==> config.mk <==
export PLATFORM = sky130hd
export DESIGN_NAME = stream_downsize
export DESIGN_NICKNAME = d
export VERILOG_FILES = /design/src/rtl/stream_pkg.sv /design/src/rtl/stream_lane_sel.sv /design/src/rtl/stream_downsize.sv
export SDC_FILE = /design/constraint.sdc
export NUM_CORES = 1
export LEC_CHECK = 0
export CAP_MARGIN = 20
export CORE_ASPECT_RATIO = 0.5
export CORE_MARGIN = 2
export CORE_UTILIZATION = 47
export CTS_CLUSTER_DIAMETER = 30
export DETAILED_ROUTE_END_ITERATION = 6
export GPL_TIMING_DRIVEN = 0
export PLACE_DENSITY = 0.84
export SLEW_MARGIN = 5
export SYNTH_ARGS = -nofsm -noshare
export SYNTH_HDL_FRONTEND = slang
export SYNTH_SLANG_ARGS = --single-unit
==> constraint.sdc <==
create_clock -name clk -period 2.5 [get_ports clk]
set_clock_uncertainty 0.2 [all_clocks]
set_input_delay 0.625 -clock clk [delete_from_list [all_inputs] [get_ports clk]]
set_output_delay 0.625 -clock clk [all_outputs]
set_load 0.02 [all_outputs]
==> src/rtl/stream_pkg.sv <==
// Shared stream helpers: lane-index sizing, lowest-set-bit search and
// one-hot detection. Used by both the downsizer and the upsizer.
package stream_pkg;

  // Widest lane mask the helpers accept; narrower masks are zero-extended.
  localparam int unsigned MAX_RATIO = 64;
  localparam int unsigned MAX_IDX_W = 6;

  typedef logic [MAX_RATIO-1:0] mask_t;

  // Width of a lane index for a given lane count (never below one bit).
  function automatic int unsigned lane_idx_width(input int unsigned ratio);
    return (ratio > 32'd1) ? 32'($clog2(ratio)) : 32'd1;
  endfunction

  // Index of the lowest set bit; 0 when the mask is empty.
  function automatic logic [MAX_IDX_W-1:0] find_first_set(input mask_t mask);
    logic [MAX_IDX_W-1:0] idx;
    idx = '0;
    for (int i = MAX_RATIO - 1; i >= 0; i--) begin
      if (mask[i]) begin
        idx = MAX_IDX_W'(i);
      end else begin
        idx = idx;
      end
    end
    return idx;
  endfunction

  // True when exactly one bit of the mask is set.
  function automatic logic is_onehot(input mask_t mask);
    return (mask != '0) && ((mask & (mask - mask_t'(1))) == '0);
  endfunction

endpackage

==> src/rtl/stream_lane_sel.sv <==
// Combinational priority encoder over the pending-lane mask: picks the
// lowest pending lane, produces the mask with that lane retired, and flags
// the final pending lane.
module stream_lane_sel
  import stream_pkg::*;
#(
  parameter int unsigned T_DATA_RATIO = 4,
  parameter int unsigned IDX_W        = 2
) (
  input  logic [T_DATA_RATIO-1:0] mask_i,
  output logic [IDX_W-1:0]        idx_o,
  output logic [T_DATA_RATIO-1:0] onehot_clear_o,
  output logic                    single_o
);

  // Lowest pending lane, mask with it cleared, and single-lane flag.
  always_comb begin
    idx_o          = IDX_W'(find_first_set(mask_t'(mask_i)));
    onehot_clear_o = mask_i & (mask_i - T_DATA_RATIO'(1));
    single_o       = is_onehot(mask_t'(mask_i));
  end

endmodule

==> src/rtl/stream_downsize.sv <==
// Wide-to-narrow stream converter: holds one wide beat and emits its kept
// lanes lowest-first, one per handshake. A new wide beat may load in the
// same cycle the final lane leaves, so back-to-back beats have no bubble.
module stream_downsize
  import stream_pkg::*;
#(
  parameter int unsigned T_DATA_WIDTH = 8,
  parameter int unsigned T_DATA_RATIO = 4
) (
  input  logic                                        clk,
  input  logic                                        rst_n,
  input  logic [T_DATA_RATIO-1:0][T_DATA_WIDTH-1:0]   s_data_i,
  input  logic [T_DATA_RATIO-1:0]                     s_keep_i,
  input  logic                                        s_last_i,
  input  logic                                        s_valid_i,
  output logic                                        s_ready_o,
  output logic [T_DATA_WIDTH-1:0]                     m_data_o,
  output logic                                        m_last_o,
  output logic                                        m_valid_o,
  input  logic                                        m_ready_i,
  output logic                                        drop_last_o
);

  localparam int unsigned IDX_W = lane_idx_width(T_DATA_RATIO);

  logic [T_DATA_RATIO-1:0][T_DATA_WIDTH-1:0] data_q, data_d;
  logic [T_DATA_RATIO-1:0]                   mask_q, mask_d;
  logic                                      last_q, last_d;
  logic                                      drop_q, drop_d;

  logic [IDX_W-1:0]        lane_idx;
  logic [T_DATA_RATIO-1:0] mask_next;
  logic                    lane_single;
  logic                    accept;
  logic                    out_hs;

  stream_lane_sel #(
    .T_DATA_RATIO (T_DATA_RATIO),
    .IDX_W        (IDX_W)
  ) u_lane_sel (
    .mask_i         (mask_q),
    .idx_o          (lane_idx),
    .onehot_clear_o (mask_next),
    .single_o       (lane_single)
  );

  // Handshakes and outputs; m_* depend only on the holding registers.
  always_comb begin
    m_valid_o   = (mask_q != '0);
    m_data_o    = data_q[lane_idx];
    m_last_o    = last_q && lane_single;
    drop_last_o = drop_q;
    s_ready_o   = (mask_q == '0) || (m_ready_i && lane_single);
    accept      = s_valid_i && s_ready_o;
    out_hs      = m_valid_o && m_ready_i;
  end

  // Next state: retire the sent lane, or load a fresh wide beat on accept.
  always_comb begin
    data_d = data_q;
    mask_d = mask_q;
    last_d = last_q;
    drop_d = 1'b0;
    if (accept) begin
      data_d = s_data_i;
      mask_d = s_keep_i;
      last_d = s_last_i;
      drop_d = s_last_i && (s_keep_i == '0);
    end else if (out_hs) begin
      mask_d = mask_next;
    end else begin
      mask_d = mask_q;
    end
  end

  // Holding registers with synchronous active-low reset.
  always_ff @(posedge clk) begin
    if (!rst_n) begin
      data_q <= '0;
      mask_q <= '0;
      last_q <= 1'b0;
      drop_q <= 1'b0;
    end else begin
      data_q <= data_d;
      mask_q <= mask_d;
      last_q <= last_d;
      drop_q <= drop_d;
    end
  end

endmodule

## Word-level counts from Yosys, hierarchy flattened

Index checks and enable logic that the tools add are counted.

| operators by class | value |
|---|---|
| add/subtract/negate cells | 2 |
| $mul | 0 |
| div/mod/pow operators | 0 |
| $lt $le $gt $ge | 1 |
| equal/unequal tests | 0 |
| shift-type cells | 0 |
| mux-type cells | 8 |
| bitwise logic cells | 2 |
| reductions and logical operators | 13 |

Operator list:

| operator | number |
|---|---|
| $and A4 B64 Y64 | 1 |
| $logic_not A64 Y1 | 1 |
| $bmux W8 S2 | 1 |
| $logic_not A4 Y1 | 2 |
| $mux W2 | 4 |
| $mux W4 | 2 |
| $mux W8 | 1 |
| $logic_and A1 B1 Y1 | 6 |
| $sub A4 B1 Y5 const B | 1 |
| $and A4 B4 Y4 | 1 |
| $reduce_bool A4 Y1 | 1 |
| $sub A4 B1 Y4 const B | 1 |
| $lt A2 B3 Y1 const B | 1 |
| $reduce_and A2 Y1 | 1 |
| $reduce_bool A2 Y1 | 1 |
| $logic_or A1 B1 Y1 | 1 |

| word-level totals | value |
|---|---|
| register bits after elaboration | 38 |
| bits in latches | 0 |
| RAM bits | 0 |
| ROM bits | 0 |
| bits of input ports | 41 |
| output and inout port bits | 12 |
| logic and storage cells | 33 |
| memories | 0 |

## Depth between registers and ports, before layout

| logic depth | value |
|---|---|
| depth after elaboration | 8 |
| gate-level depth with buffers | 6 |
| depth with buffers taken out | 4 |

## Hierarchy

A second synthesis with hierarchy kept.

| second synthesis, totals | value |
|---|---|
| cell total of the unflattened synthesis | 199 |
| area, all modules | 1890.6 um^2 |

Modules (own cells, without submodules):

| module | times used | cells each | area an instance (um^2) | seq. area each (um^2) |
|---|---|---|---|---|
| stream_downsize | 1 | 184 | 1794.2 | 760.7 |
| stream_lane_sel | 1 | 15 | 96.3 | 0.0 |

## Least setup slack after synthesis

No wires, ideal clock.

| path | value |
|---|---|
| path type | reg2out |
| from | register mask_q[0] |
| to | output port m_data_o[1] |
| data arrival time | 1.636 ns |
| required time | 1.675 ns |
| slack | 0.039 ns |
| stages on the path, launching flop included | 4 |
| path buffers | 1 |
| cell sequence | dfxtp_1 buf_2 nor3_2 mux4_1 |

| on the way | value |
|---|---|
| cells in the longest elaborated chain, start to end | 3 |

Ends and longest elaborated chain:

| what | RTL line | source |
|---|---|---|
| start, declared | stream_downsize.sv:27 | `logic [T_DATA_RATIO-1:0] mask_q, mask_d;` |
| start signal, assigned | stream_downsize.sv:85 | `mask_q <= mask_d;` |
| $mux W2 | stream_pkg.sv:21 | `if (mask[i]) begin` |
| $bmux W8 S2 | stream_downsize.sv:50 | `m_data_o = data_q[lane_idx];` |
| $mux W8 (not written as such) | stream_downsize.sv:50 |  |
| end, declared | stream_downsize.sv:17 | `output logic [T_DATA_WIDTH-1:0] m_data_o,` |

Every way passes these cells. The select of a mux whose other input is x is not followed.

## Worst setup path in the final report

| path | value |
|---|---|
| from | register mask_q[0] |
| to | output port m_data_o[2] |

Same word-level chain as after synthesis.

==> run summary <==
================================================================================
Dpl ws                                                                 -0.756 ns
Count of port buffers added during placement                                  51
Mapped Avg Cell Area                                                  9.47 sq um
Mapped Nets                                                                  240
Die Wd                                                              93.5 microns
# fillers                                                                    300
Total track usage                                                          23.0%
Die outline area                                                    0.00456 sq mm
Synthesized-area fraction occupied by adder cells                         0.598%
Leakage power of the design                                              1.10 nW
Starting Density                                                           48.5%
Ys Warns                                                                       0
Hold Crit Start                                                     data_q[9]$_SDFFE_PN0P_
Violated checks                                                     negative setup slack
Upper clock frequency limit                                              395 MHz
Critical path start-end classification                                   reg2out
Placeable core region                                               0.00388 sq mm
DRT Wirelength                                                           4.95 mm
Slowest-stage cell, CP                                              sky130_fd_sc_hd__mux4_2
Fraction of layout instances using a drive strength above 1                19.6%
#FFs+latches synth                                                            38
Async SR Flop Fraction                                                        0%
Share of cell area taken by muxes after synthesis                          28.7%
Max transition margin                                                      62.2%
Number of detailed-route iterations in the first pass                          5
Count of mapped cells out of synthesis                                       199
Sequential area share after synthesis                                      40.4%
Number of vias in the routed layout                                         1665
Commonest cells in the netlist                                      sky130_fd_sc_hd__nand2_1, sky130_fd_sc_hd__dfxtp_1, sky130_fd_sc_hd__mux2i_1
Number of placed cells counting well taps                                    304
Largest net degree at the start of global routing                             13
Post-synth design cell area                                         0.00188 sq mm
Peak supply drop                                                          349 uV
Actual transition at the worst max-transition pin                       0.567 ns
Maximum fanout along the worst path                                            8
Simple-gate share of the synthesized area                                  18.4%
First-pass GRT wire length                                               8.11 mm
Hold crit path type                                                      reg2reg
Per-cell routed wire length                                         15.5 microns
Final hold vios                                                                0
Final cell count without fillers                                             319
Cell area after layout                                              0.00265 sq mm
Top delay family on crit path                                       multiplexers
Inserted Diodes                                                                0
RSZ-0062 raised after global routing                                         yes
Area growth from synthesis to final layout                                 40.6%
Maximum clock path buffer count                                                2
Die Height                                                          48.8 microns
Iteration-0 DRC count of the detailed router                                  77
Number of flops mapped to enable cells by yosys                                0
Final worst path period need                                             2.53 ns
Top-count cell post-synth                                           sky130_fd_sc_hd__nand2_1
Critical Path Max Stage Delay                                            0.52 ns
Clock Tree Root                                                     sky130_fd_sc_hd__clkbuf_8
Share of the synthesized area in the top cell type                         40.4%
Crit path cell chain                                                nor3_4 -> buf_12 -> mux4_2 -> buf_6
Final Max Slew Viols                                                           0
Worst setup path start                                              mask_q[0]$_SDFFE_PN0P_
Number of nets in the layout                                                 305
H-tree depth reported by CTS                                                   2
Share of the clock period used by the worst path                            101%
Worst EP required                                                        1.67 ns
Worst path buffer plus inverter count                                          2
Max Cap Violations                                                             0
Endpoints failing setup                                                        7
Fraction of the mapped netlist area in compound gates                      4.78%
Top flip-flop cell by instance count after synthesis                sky130_fd_sc_hd__dfxtp_1
Run status                                                          finished, violations left
Cell accounting for the most synthesized area                       sky130_fd_sc_hd__dfxtp_1
Hold slack final                                                        0.261 ns
Leading cell types by total area after synthesis                    sky130_fd_sc_hd__dfxtp_1, sky130_fd_sc_hd__mux2i_1, sky130_fd_sc_hd__nand2_1
Hold-fix buffers at CTS                                                        0
Clock tree from TritonCTS                                                   done
Power density over the cells                                         663 mW/mm^2
Final weighted congestion of routability-driven global placement           0.832
Count of distinct cell types in the synthesized netlist                       25
CP Launch Type                                                              flop
Power after layout                                                     0.00176 W
CTS sink cnt                                                                  38
Clock insertion delay at the later pin of the skew report                0.28 ns
Critical Path Sink Type                                               output pin
Main combinational cell family by area after synthesis              multiplexers
CP arrival                                                               1.71 ns
Smallest setup slack after layout                                     -0.0326 ns
Area of placed instances                                            0.00246 sq mm
Gr ovfl total                                                                  0
Ratio of routed vias to standard cells                                      5.22
Number of rows created at floorplan                                           16
HPWL reported at the end of detailed placement                           3.27 mm
Post-Synth XOR/XNOR Area                                                  0.465%
Launch point of the worst reg-to-reg path                           mask_q[3]$_SDFFE_PN0P_
Clk slew on worst S/H paths                                              0.08 ns
Num ports                                                                     53
Number of antenna violations at the first check in global routing              0
Number of global-route vias before repair                                   1666
Number of DRC violations after detailed routing                                0
Total CTS buffers                                                              5
Routed Antenna Nets                                                            0
================================================================================
[metrics by stage]
stage	TNS [ns]	util, %
after floorplan	0	-
after global placement	-10.0	63.4
after detailed placement	-11.86	63.4
after CTS	-0.380	68.5
after global routing	-0.481	68.2
final	-0.166	68.2
[kinds of logic after synthesis]
kind of cell	count (synthesis)
buffers and inverters	18
DFF	38
adders and majority gates	1
AOI/OAI and AO/OA	15
xor gates and xnor gates	1
muxes	41
and+or+nand+nor	85
[area by class of cell]
| type | instances | area (sq um) | area share, % |
|---|---|---|---|
| multi-input combinational | 143 | 995 | 37.6 |
| sequential | 38 | 776 | 29.3 |
| timing repair buffer | 60 | 599 | 22.6 |
| buffer | 12 | 101 | 3.83 |
| clock buffer | 6 | 82.6 | 3.12 |
| tap | 54 | 67.6 | 2.55 |
| inverter | 4 | 15.0 | 0.567 |
| clock inverter | 2 | 12.5 | 0.472 |
[path summary, 6_finish.rpt]
path                                                to  slack [ns]  cells after the start
worst max register to register  data_q[7]$_SDFFE_PN0P_        0.49                      7
worst min register to register  data_q[9]$_SDFFE_PN0P_        0.26                      2
worst min-delay path            data_q[9]$_SDFFE_PN0P_        0.26                      2
worst max-delay path                       m_data_o[2]       -0.03                      4
[placed cells by master, fill, tap and decap left out, types with 2 or more instances in the layout]
| cell | n |
|---|---|
| sky130_fd_sc_hd__buf_12 | 5 |
| sky130_fd_sc_hd__mux2i_1 | 33 |
| sky130_fd_sc_hd__inv_1 | 3 |
| sky130_fd_sc_hd__clkdlybuf4s50_1 | 39 |
| sky130_fd_sc_hd__clkbuf_8 | 6 |
| sky130_fd_sc_hd__nor3_1 | 2 |
| sky130_fd_sc_hd__nor2_4 | 2 |
| sky130_fd_sc_hd__dfxtp_4 | 4 |
| sky130_fd_sc_hd__dfxtp_1 | 34 |
| sky130_fd_sc_hd__nand3_1 | 3 |
| sky130_fd_sc_hd__o21ai_0 | 7 |
| sky130_fd_sc_hd__buf_6 | 8 |
| sky130_fd_sc_hd__a21oi_1 | 3 |
| sky130_fd_sc_hd__buf_4 | 8 |
| sky130_fd_sc_hd__clkbuf_1 | 8 |
| sky130_fd_sc_hd__a21o_1 | 2 |
| sky130_fd_sc_hd__mux4_2 | 8 |
| sky130_fd_sc_hd__nand2_1 | 72 |
[power breakdown]
group / switching [W] / total [W] / internal (W)
clock network: 0.000225 / 0.000447 / 0.000222
logic: 0.000269 / 0.000590 / 0.000320
registers: 0.0000453 / 0.000719 / 0.000673
[state kept, by name (all words and copies together), names as in the netlist]
register     cells
data_q          32
drop_last_o      1
mask_q           4
last_q           1
[worst register-to-register path, cell delays in order, from the launching register on]
cell and delay [ns]:
sky130_fd_sc_hd__dfxtp_4 0.37, sky130_fd_sc_hd__buf_4 0.15, sky130_fd_sc_hd__or3b_4 0.38, sky130_fd_sc_hd__a211oi_2 0.18, sky130_fd_sc_hd__a21o_1 0.13, sky130_fd_sc_hd__buf_6 0.16, sky130_fd_sc_hd__buf_12 0.16, sky130_fd_sc_hd__mux2i_1 0.21
[per-layer routing]
metal | vias up | track usage [%] | wire length, microns
li1 | 803 | - | -
met3 | 4 | 5.56 | 276
met1 | 812 | 28.9 | 2130
met2 | 46 | 40.6 | 2520
met4 | 0 | 4.83 | 28
met5 | - | 0 | 0
[what timing repair did]
action / in CTS / in global routing
resized for setup: 79 / 5
pin swaps: 3 / 3
buffers inserted: 9 / 0
endpoints found under the setup margin: 10 / 9
Note: power is estimated with default switching activity, not from simulation.
